--- src/rtl/param_shift_if.sv ---
// Handshake/data bundle for param_shift_unit.
// master: start, op, amt, data_in, serial_in out; slave drives data_out, serial_out, busy, done.
interface param_shift_if #(
    parameter int WIDTH = 8,
    parameter int AMT_W = 4
);
    logic             start;
    logic [2:0]       op;
    logic [AMT_W-1:0] amt;
    logic [WIDTH-1:0] data_in;
    logic             serial_in;
    logic [WIDTH-1:0] data_out;
    logic             serial_out;
    logic             busy;
    logic             done;

    modport master (
        output start, op, amt, data_in, serial_in,
        input  data_out, serial_out, busy, done
    );

    modport slave (
        input  start, op, amt, data_in, serial_in,
        output data_out, serial_out, busy, done
    );
endinterface

--- src/rtl/param_shift_unit.sv ---
// Serial WIDTH-bit shifter: one bit position per clock under start/busy/done.
// Ports: clk, rst (sync, active-low), bus (param_shift_if.slave: start/op/amt/data_in/serial_in in; data_out/serial_out/busy/done out).
module param_shift_unit #(
    parameter int WIDTH = 8,
    parameter int AMT_W = 4
) (
    input logic          clk,
    input logic          rst,
    param_shift_if.slave bus
);
    typedef enum logic {
        IDLE  = 1'b0,
        SHIFT = 1'b1
    } state_t;

    localparam logic [2:0] OP_CLEAR = 3'd0;
    localparam logic [2:0] OP_LOAD  = 3'd1;
    localparam logic [2:0] OP_SRL   = 3'd2;
    localparam logic [2:0] OP_SLL   = 3'd3;
    localparam logic [2:0] OP_SRA   = 3'd4;
    localparam logic [2:0] OP_SIN   = 3'd5;
    localparam logic [2:0] OP_ROR   = 3'd6;
    localparam logic [2:0] OP_ROL   = 3'd7;

    state_t           state, state_nxt;
    logic [WIDTH-1:0] data_q, data_nxt;
    logic             sout_q, sout_nxt;
    logic             done_q, done_nxt;
    logic [AMT_W-1:0] cnt_q, cnt_nxt;
    logic [2:0]       op_q, op_nxt;
    logic [WIDTH-1:0] step_d;
    logic             step_s;
    logic             is_shift;
    logic             last_step;

    // Ops 2..7 are all shifts.
    assign is_shift  = bus.op[2] | bus.op[1];
    // A zero count inside SHIFT is unreachable; treat it as final to recover.
    assign last_step = cnt_q <= AMT_W'(1);

    // One 1-bit step of the latched op.
    always_comb begin
        step_d = data_q;
        step_s = sout_q;
        case (op_q)
            OP_SRL: begin
                step_d = {1'b0, data_q[WIDTH-1:1]};
                step_s = data_q[0];
            end
            OP_SLL: begin
                step_d = {data_q[WIDTH-2:0], 1'b0};
                step_s = data_q[WIDTH-1];
            end
            OP_SRA: begin
                step_d = {data_q[WIDTH-1], data_q[WIDTH-1:1]};
                step_s = data_q[0];
            end
            OP_SIN: begin
                step_d = {data_q[WIDTH-2:0], bus.serial_in};
                step_s = data_q[WIDTH-1];
            end
            OP_ROR: begin
                step_d = {data_q[0], data_q[WIDTH-1:1]};
                step_s = data_q[0];
            end
            OP_ROL: begin
                step_d = {data_q[WIDTH-2:0], data_q[WIDTH-1]};
                step_s = data_q[WIDTH-1];
            end
            default: ;
        endcase
    end

    always_comb begin
        state_nxt = state;
        case (state)
            IDLE: begin
                if (bus.start && is_shift && bus.amt != '0) begin
                    state_nxt = SHIFT;
                end
            end
            SHIFT: begin
                if (last_step) begin
                    state_nxt = IDLE;
                end
            end
            default: state_nxt = IDLE;
        endcase
    end

    always_comb begin
        data_nxt = data_q;
        sout_nxt = sout_q;
        cnt_nxt  = cnt_q;
        op_nxt   = op_q;
        done_nxt = 1'b0;
        case (state)
            IDLE: begin
                if (bus.start) begin
                    if (bus.op == OP_CLEAR) begin
                        data_nxt = '0;
                        sout_nxt = 1'b0;
                        done_nxt = 1'b1;
                    end else if (bus.op == OP_LOAD) begin
                        data_nxt = bus.data_in;
                        done_nxt = 1'b1;
                    end else if (bus.amt == '0) begin
                        done_nxt = 1'b1;
                    end else begin
                        cnt_nxt = bus.amt;
                        op_nxt  = bus.op;
                    end
                end
            end
            SHIFT: begin
                data_nxt = step_d;
                sout_nxt = step_s;
                cnt_nxt  = cnt_q - AMT_W'(1);
                if (last_step) begin
                    cnt_nxt  = '0;
                    done_nxt = 1'b1;
                end
            end
            default: cnt_nxt = '0;
        endcase
    end

    always_ff @(posedge clk) begin
        if (!rst) begin
            state  <= IDLE;
            data_q <= '0;
            sout_q <= 1'b0;
            done_q <= 1'b0;
            cnt_q  <= '0;
            op_q   <= OP_CLEAR;
        end else begin
            state  <= state_nxt;
            data_q <= data_nxt;
            sout_q <= sout_nxt;
            done_q <= done_nxt;
            cnt_q  <= cnt_nxt;
            op_q   <= op_nxt;
        end
    end

    assign bus.data_out   = data_q;
    assign bus.serial_out = sout_q;
    assign bus.busy       = (state == SHIFT);
    assign bus.done       = done_q;
endmodule

--- src/flat_wrapper.sv ---
// flat-port wrapper written by rule: the top's interface ports become plain ports
module param_shift_unit_flat 
#(
    parameter int WIDTH = 8,
    parameter int AMT_W = 4
)
  (clk, rst, bus_start, bus_op, bus_amt, bus_data_in, bus_serial_in, bus_data_out, bus_serial_out, bus_busy, bus_done);
  param_shift_if #(.WIDTH(WIDTH), .AMT_W(AMT_W)) bus_i ();
  input logic clk;
  input logic rst;
  input wire logic [$bits(bus_i.start)-1:0] bus_start;
  input wire logic [$bits(bus_i.op)-1:0] bus_op;
  input wire logic [$bits(bus_i.amt)-1:0] bus_amt;
  input wire logic [$bits(bus_i.data_in)-1:0] bus_data_in;
  input wire logic [$bits(bus_i.serial_in)-1:0] bus_serial_in;
  output wire logic [$bits(bus_i.data_out)-1:0] bus_data_out;
  output wire logic [$bits(bus_i.serial_out)-1:0] bus_serial_out;
  output wire logic [$bits(bus_i.busy)-1:0] bus_busy;
  output wire logic [$bits(bus_i.done)-1:0] bus_done;
  assign bus_i.start = bus_start;
  assign bus_i.op = bus_op;
  assign bus_i.amt = bus_amt;
  assign bus_i.data_in = bus_data_in;
  assign bus_i.serial_in = bus_serial_in;
  assign bus_data_out = bus_i.data_out;
  assign bus_serial_out = bus_i.serial_out;
  assign bus_busy = bus_i.busy;
  assign bus_done = bus_i.done;
  param_shift_unit #(.WIDTH(WIDTH), .AMT_W(AMT_W)) u_core (.clk(clk), .rst(rst), .bus(bus_i));
endmodule
--- config.mk ---
export PLATFORM = sky130hd
export DESIGN_NAME = param_shift_unit_flat
export DESIGN_NICKNAME = d
export VERILOG_FILES = /design/src/rtl/param_shift_if.sv /design/src/rtl/param_shift_unit.sv /design/src/flat_wrapper.sv
export SDC_FILE = /design/constraint.sdc
export NUM_CORES = 1
export LEC_CHECK = 0
export BUFFER_PORTS_ARGS = -buffer_cell sky130_fd_sc_hd__buf_2
export CAP_MARGIN = 40
export CORE_AREA = 2 2 50 52
export CTS_BUF_LIST = sky130_fd_sc_hd__clkbuf_8
export CTS_CLUSTER_SIZE = 40
export DETAILED_ROUTE_END_ITERATION = 16
export DIE_AREA = 0 0 52 54
export PLACE_DENSITY_LB_ADDON = 0.08
export SLEW_MARGIN = 25
export SYNTH_ARGS = -nofsm -noshare
export SYNTH_HDL_FRONTEND = slang
export SYNTH_SLANG_ARGS = --single-unit
export TNS_END_PERCENT = 10
--- constraint.sdc ---
create_clock -name clk -period 1.82 [get_ports clk]
set_input_delay 0.455 -clock clk [delete_from_list [all_inputs] [get_ports clk]]
set_output_delay 0.455 -clock clk [all_outputs]
set_load 0.01 [all_outputs]
# == Yosys cells after proc, flatten, opt, wreduce, memory -nomap -nowiden ==
# Cells that the tools add are included.
# Widths: inputs -> output; s select.
# classes
addsub,1
n_lt_le_gt_ge,1
eq_ne,17
n_mux,24
bitwise_logic,5
n_reduce_logical,12
# op_table
operator,count
$pmux 8 s6,1
$mux 8,3
$mux 4,5
$pmux 8 s2,1
$eq 3x3->1 const B,4
$ne 2x2->1 const B,5
$mux 1,9
$pmux 1 s2,4
$pmux 4 s2,1
$reduce_and 4->1,2
$ne 7x7->1 const B,1
$eq 3x2->1 const B,2
$ne 6x6->1 const B,1
$reduce_and 3->1,2
$reduce_or 3->1,2
$reduce_and 5->1,1
$le 4x1->1 const B,1
$logic_not 4->1,1
$not 1->1,4
$reduce_bool 4->1,1
$sub 4x1->4 const B,1
$eq 3x1->1 const B,1
$logic_not 3->1,1
$ne 3x1->1 const B,1
other kinds (4),5
# word_totals
regBits,18
elab_cells,67

# == Depth between registers and ports, before layout ==
# Gate-level depths: netlist of the first run.
# depth
word_depth,6
ltp_mapped,7
mapped_depth_nobuf,6

# == Worst setup path before layout of the first run ==
# No wires, ideal clock.
# synth_path
path_kind,input to register
startpoint,input port bus_op[1]
endpoint,register u_core.sout_q (netlist: u_core.bus.serial_out)
setup_ns,0.115
t_arrival_ns,1.451
setup_slack_ns,0.254
stages,5
n_path_buf,1
path_cell_list,or4b_4 buf_6 o211ai_2 o21ai_1 and2_1
# synth_via
elab_chain_len,3
# synth_lines
item,line,source
"start, declared",flat_wrapper.sv:12,input wire logic [$bits(bus_i.op)-1:0] bus_op;
$logic_not 3->1,param_shift_unit.sv:100,if (bus.op == OP_CLEAR) begin
$ne 2x1->1 (no line),--,
$reduce_and 3->1 (no line),--,
"end signal, assigned",param_shift_unit.sv:139,sout_q <= sout_nxt;
"end, declared",param_shift_unit.sv:27,"logic sout_q, sout_nxt;"
# Every way passes these cells.
# A chain may end at the register's enable or synchronous reset.

# == Final worst setup path of the first run ==
# layout_path
startpoint,register u_core.state (netlist: u_core.bus.busy)
endpoint,output port bus_busy
# layout_rtl
item,line,source
"start, declared",param_shift_unit.sv:25,"state_t state, state_nxt;"
"start signal, assigned",param_shift_unit.sv:137,state <= state_nxt;
"end, declared",flat_wrapper.sv:18,output wire logic [$bits(bus_i.busy)-1:0] bus_busy;
# No word-level cell between the ends.

==> results.py, run 1 <==
metrics = {
    "drt": {
        "via_per_inst": 5.67,
        "highest_layer": "met4",
        "wl_met2_mm": 1.19,
        "drc": 0,
        "initialDrtViolationCount": 23,
        "routed-via-count": 1020,
        "drtPass1Iterations": 4,
        "wl_met1_mm": 1.18,
        "dr_wl_met3_um": 124,
        "ant_nets": 0,
        "drt-total-wl_mm": 2.52,
        "drt-wirelength-per-cell_um": 14.0,
    },
    "clock_tree": {
        "cts_hold_buf": 0,
        "cts.reportedPaths.clkPinSlew_ns": 0.07,
        "cts_root_buf": "clkbuf_8",
        "clk_latency_ns": 0.25,
        "htreeDepth": 1,
        "cts_buffers": 3,
        "post_cts_buffers": 0,
        "cts_max_path_buffers": 2,
        "cts_sinks": 18,
        "cts_resized": 0,
        "cts_tree": "done",
    },
    "critical_path": {
        "cpPeakStageDelay_ns": 0.59,
        "cp_data_required_time_ns": 1.36,
        "cp-end-kind": "output pin",
        "worstSetupPathType": "register to output pin",
        "crit_arrival_ns": 1.20,
        "crit_chain": "buf_4, buf_2",
        "slowest_stage": "dfxtp_1",
        "path_max_fanout": 11,
        "critPathLaunchType": "register",
        "r2r_slack_ns": 0.27,
    },
    "global_route": {
        "grt_antenna_before_repair": 0,
        "grt_pass1_wl_mm": 4.23,
        "grt_start_max_net_pins": 19,
        "grt.total_usage_pct": 20.3,
        "overflow": 0,
        "first_global_vias": 928,
    },
    "sta": {
        "hold_viol": 0,
        "rsz0062_at_grt": "false",
        "final-max-slew-violation-count": 0,
        "timing.final.crit_share_pct": 91.1,
        "fmax_ghz": 0.603,
        "tightest_slew_ns": 0.513,
        "fin_crit_ns": 1.66,
        "slew_headroom_pct": 65.5,
        "tns_ns": 0,
        "setup_slack_ns": 0.161,
        "skew_ns": 0.00266,
        "fin_hold_ws_ns": 0.471,
        "finalSetupViolations": 0,
    },
    "floorplanning": {
        "core_um2": 2320,
        "dieArea_um2": 2810,
        "die_x_um": 52,
        "die_height_um": 54,
        "io-pin-count": 30,
        "initial_core_util_pct": 47.2,
        "fp-row-count": 18,
    },
    "final_layout": {
        "area_growth_pct": 21.1,
        "final_area_um2": 1330,
        "final_core_util_pct": 57.2,
        "n_fill_cell": 212,
        "num_antenna_cells": 0,
        "final_cells": 180,
        "fin_nets": 172,
        "drive_above_1_share_pct": 40.0,
    },
    "place": {
        "dp.cells": 176,
        "placed_cell_area_um2": 1270,
        "gp_congestion": 0.765,
        "dp_slack_ns": 0.127,
        "dp_hpwl_mm": 1.84,
        "port_buffers": 29,
    },
    "run": {
        "cap_viol_max_count": 0,
    },
    "synth": {
        "synthArstFlopShare_pct": 0,
        "avgSynthCellArea_um2": 9.36,
        "netlist_area_um2": 1090,
        "ys_seq_area_share_pct": 32.9,
        "synth_flop_cell": "dfxtp_1",
        "ys_ff_latch": 18,
        "synth_edf_count": 0,
        "synth_nets": 138,
        "synthCells": 117,
        "yosysUniqueCellTypes": 39,
        "yosysWarnings": 0,
    },
    "hold_path": {
        "min_path_type": "input port to register",
    },
    "power": {
        "power_mw": 1.03,
        "ir_drop_v": 0.000711,
        "p_per_area_nw_per_um2": 779,
        "p_leak_nw": 0.602,
    },
    "outcome": {
        "outcome": "finished clean",
    },
}
==> cell families (layout without fill, tap and decap cells) <==
kind of cell | after synthesis | count (layout) | share of synthesized area, %
buf+inv | 14 | 47 | 7.77
mux | 10 | 10 | 9.83
compound gates | 45 | 45 | 30.9
fa+ha+maj | 2 | 2 | 2.29
simple gates | 28 | 28 | 16.3
flops | 18 | 18 | 32.9
==> sequential cells by signal (all words and copies together), names as in the netlist <==
signal                 flops
u_core.bus.busy            1
u_core.bus.data_out        8
u_core.bus.done            1
u_core.bus.serial_out      1
u_core.cnt_q               4
u_core.op_q                3
==> cells in the mapped netlist, drive strengths merged, types with 2 or more instances <==
library cell / count / area, um^2
a21oi: 8 / 55.1
a22oi: 6 / 45.0
a311oi: 2 / 17.5
and2: 3 / 18.8
and3: 3 / 18.8
buf: 5 / 51.3
clkbuf: 2 / 7.51
dfxtp: 18 / 360
ha: 2 / 25.0
inv: 7 / 26.3
mux2: 6 / 67.6
mux2i: 4 / 40.0
nand2: 5 / 35.0
nand3b: 2 / 15.0
nor2: 5 / 18.8
nor2b: 6 / 37.5
nor3: 2 / 15.0
o211a: 2 / 20.0
o211ai: 2 / 20.0
o21ai: 15 / 97.6
o21bai: 2 / 15.0
o221ai: 2 / 17.5
==> cells in the final DEF (no fill, tap or decap) <==
cell | synthesis | routed
nand3b_1 | 2 | 2
o221ai_1 | 2 | 2
inv_1 | 7 | 7
or4b_4 | 1 | 1
o21ai_0 | 6 | 6
a21oi_1 | 4 | 4
and3_1 | 3 | 3
o21bai_1 | 2 | 2
a22o_1 | 1 | 1
ha_1 | 2 | 2
mux2i_1 | 4 | 4
o211ai_1 | 1 | 1
a311oi_1 | 2 | 2
nand2_1 | 4 | 4
a22oi_1 | 6 | 6
clkbuf_8 | 0 | 4
nor2_1 | 5 | 5
dfxtp_1 | 18 | 18
o2111ai_1 | 1 | 1
a21oi_2 | 4 | 4
buf_2 | 1 | 29
buf_4 | 0 | 7
o21a_1 | 1 | 1
o31ai_1 | 1 | 1
nor3_2 | 1 | 1
nor3_1 | 1 | 1
nor2b_1 | 6 | 6
o211a_1 | 2 | 2
and2_1 | 3 | 3
o32a_1 | 1 | 1
o211ai_2 | 1 | 1
a211oi_1 | 1 | 1
mux2_2 | 6 | 6
o21ai_2 | 6 | 6
nand2_8 | 1 | 1
nor4_1 | 1 | 1
o21ai_1 | 3 | 3
==> critical path: cells and delay by family, from the launching register on <==
kind                   cells  cell delay, ns
buffers and inverters      2            0.36
flip-flops                 1            0.59
==> report_power, final <==
part / switching (mW) / internal, mW / leakage [nW]
Combinational: 0.122 / 0.117 / 0.425
Sequential: 0.0413 / 0.427 / 0.148
Clock: 0.133 / 0.192 / 0.0288
Total: 0.297 / 0.736 / 0.602
==> cell type report <==
cell class / instances / area, um^2 / area share (%)
tap: 30 / 37.5 / 2.83
clock buffer: 4 / 55.1 / 4.15
multi-input combinational: 85 / 649 / 49.0
timing repair buffer: 36 / 198 / 14.9
sequential: 18 / 360 / 27.2
inverter: 7 / 26.3 / 1.98
==> per-layer routing <==
metal / vias to the layer above / global-route usage, %
met4: 0 / 3.95
met3: 2 / 5.00
met2: 30 / 32.5
met1: 484 / 27.9
met5: - / 0
li1: 504 / -
==> final timing paths <==
path	startpoint	end	depth (start not counted)
min	bus_start	u_core.bus.done	3
max reg2reg	u_core.bus.busy	u_core.bus.serial_out	4
max	u_core.bus.busy	bus_busy	2
min reg2reg	u_core.cnt_q[1]	u_core.cnt_q[1]	1
No activity file was read; power rests on OpenSTA's default activity.
==> run 2, diff against run 1 <==
--- a/config.mk
+++ b/config.mk
@@ -13,6 +13,7 @@
 export DETAILED_ROUTE_END_ITERATION = 16
 export DIE_AREA = 0 0 52 54
 export PLACE_DENSITY_LB_ADDON = 0.08
+export REMOVE_ABC_BUFFERS = 1
 export SLEW_MARGIN = 25
 export SYNTH_ARGS = -nofsm -noshare
 export SYNTH_HDL_FRONTEND = slang
==> run 2 against run 1 <==
Compared with the run above: final cell count down 1.1%; clock skew about the same; die area unchanged; global-route usage down 1.1 points; via count down 4.2%; sequential share of layout area up 0.31 points; hold slack better by 0.011 ns; total power down 0.80%; sequential cell count unchanged; sequential power about the same; critical endpoint unchanged.
==> results.py, run 2 (synthesis gave the netlist of run 1 again) <==
metrics = {
    "power": {
        "p_per_area_nw_per_um2": 781,
        "p_clk_share_pct": 31.7,
        "internal_power_mw": 0.731,
        "swShare_pct": 28.7,
        "pwr-share-comb_pct": 22.5,
        "ir_drop_v": 0.000430,
        "p_sw_mw": 0.294,
        "sequentialPowerShare_pct": 45.8,
        "p_leak_nw": 0.592,
    },
    "floorplanning": {
        "fp-row-count": 18,
        "core_um2": 2320,
        "die_x_um": 52,
        "dieArea_um2": 2810,
        "die_height_um": 54,
        "initial_core_util_pct": 47.2,
        "io-pin-count": 30,
    },
    "critical_path": {
        "slowest_stage": "dfxtp_1",
        "crit_arrival_ns": 1.22,
        "path_max_fanout": 11,
        "crit_buf_inv": 2,
        "cpPeakStageDelay_ns": 0.58,
        "critPathLaunchType": "register",
        "r2r_start": "u_core.bus.busy",
        "cp-end-kind": "output pin",
        "worstSetupPathType": "register to output pin",
        "crit_chain": "buf_4, buf_2",
        "path_delay_family": "flip-flops",
        "r2r_slack_ns": 0.28,
        "crit_start": "u_core.bus.busy",
        "cp_data_required_time_ns": 1.36,
    },
    "hold_path": {
        "min_path_type": "input port to register",
        "min_from": "bus_amt[2]",
    },
    "clock_tree": {
        "cts_root_buf": "clkbuf_8",
        "cts_resized": 0,
        "cts.reportedPaths.clkPinSlew_ns": 0.07,
        "cts_hold_buf": 0,
        "cts_buffers": 3,
        "cts_sinks": 18,
        "cts_max_path_buffers": 2,
        "clk_latency_ns": 0.25,
        "cts_tree": "done",
        "htreeDepth": 1,
        "post_cts_buffers": 0,
    },
    "place": {
        "port_buffers": 29,
        "dp.cells": 174,
        "gp_congestion": 0.771,
        "dp_hpwl_mm": 1.83,
    },
    "final_layout": {
        "n_fill_cell": 228,
        "area_growth_pct": 19.8,
        "multi_input_area_um2": 649,
        "largest_reg_flops": 8,
        "final_common_cell": "buf_2",
        "fin_nets": 170,
        "final_cells": 178,
        "drive_above_1_share_pct": 39.2,
        "num_antenna_cells": 0,
        "regArea_um2": 360,
        "mostFrequentLayoutCells": "buf_2 (29), dfxtp_1 (18), inv_1 (7)",
    },
    "sta": {
        "rsz0062_at_grt": "false",
        "finalSetupViolations": 0,
        "timing.final.crit_share_pct": 91.9,
        "tns_ns": 0,
        "fmax_ghz": 0.598,
        "slew_headroom_pct": 68.9,
        "tightest_slew_ns": 0.464,
        "skew_ns": 0.00314,
        "final-max-slew-violation-count": 0,
        "fin_crit_ns": 1.67,
        "hold_viol": 0,
    },
    "drt": {
        "drc": 0,
        "drtPass1Iterations": 4,
        "via_per_inst": 5.49,
        "ant_nets": 0,
        "routed-via-count": 977,
        "drt-wirelength-per-cell_um": 13.6,
        "initialDrtViolationCount": 9,
        "drt-total-wl_mm": 2.42,
    },
    "global_route": {
        "grt.total_usage_pct": 19.2,
        "grt_antenna_before_repair": 0,
        "grt_pass1_wl_mm": 4.09,
        "first_global_vias": 881,
        "overflow": 0,
        "grt_start_max_net_pins": 19,
    },
    "outcome": {
        "outcome": "finished clean",
    },
    "run": {
        "cap_viol_max_count": 0,
    },
}
run 2: changes by cell type in the layout (fill, tap and decap cells not counted), sizes merged:
| cell | before | now |
|---|---|---|
| buf | 36 | 34 |
run 2: final cells by class:
type / count / share of cell area (%)
Multi-Input combinational cell: 85 / 49.5
Sequential cell: 18 / 27.5
Timing Repair Buffer: 34 / 13.9
Clock buffer: 4 / 4.20
Tap cell: 30 / 2.86
Inverter: 7 / 2.00
run 2: path summary, 6_finish.rpt:
check / end / depth (start not counted)
worst min register to register: u_core.cnt_q[1] / 1
worst min-delay path: u_core.cnt_q[2] / 3
worst max-delay path: bus_busy / 2
worst max register to register: u_core.bus.serial_out / 4
run 2: power by group through the flow:
stage / registers [mW] / logic [mW] / clock network, mW
final: 0.469 / 0.230 / 0.325
after detailed placement: 0.477 / 0.232 / 0
after floorplan: 0.481 / 0.135 / 0
after CTS: 0.469 / 0.232 / 0.337
after global routing: 0.474 / 0.258 / 0.357
after global placement: 0.476 / 0.224 / 0
run 2: routing by layer:
layer / part of all wire, % / wire length [um] / up-vias / track usage, %
met5: 0 / 0 / - / 0
met4: 0.79 / 19 / 0 / 5.26
met3: 3.7 / 89 / 2 / 3.61
met2: 49 / 1190 / 15 / 32.3
met1: 46 / 1120 / 463 / 25.2
li1: - / - / 497 / -
run 2: metrics by stage:
stage / instance area, um^2 / hold slack (ns) / utilization, % / power [mW] / setup WS (ns)
3_3_place_gp: 1260 / 0.509 / 54.2 / 0.701 / 0.148
2_1_floorplan: 1040 / 0.494 / - / 0.616 / 0.265
4_1_cts: 1310 / 0.482 / 56.5 / 1.04 / 0.140
5_1_grt: 1310 / 0.489 / 56.5 / 1.09 / 0.0896
6_report: 1310 / 0.482 / 56.5 / 1.02 / 0.148
3_5_place_dp: 1260 / 0.518 / 54.2 / 0.709 / 0.118
run 2: worst min-delay path, delay by kind of cell:
| kind | cells | cell delay, ns |
|---|---|---|
| compound gates | 1 | 0.06 |
| buf+inv | 2 | 0.17 |
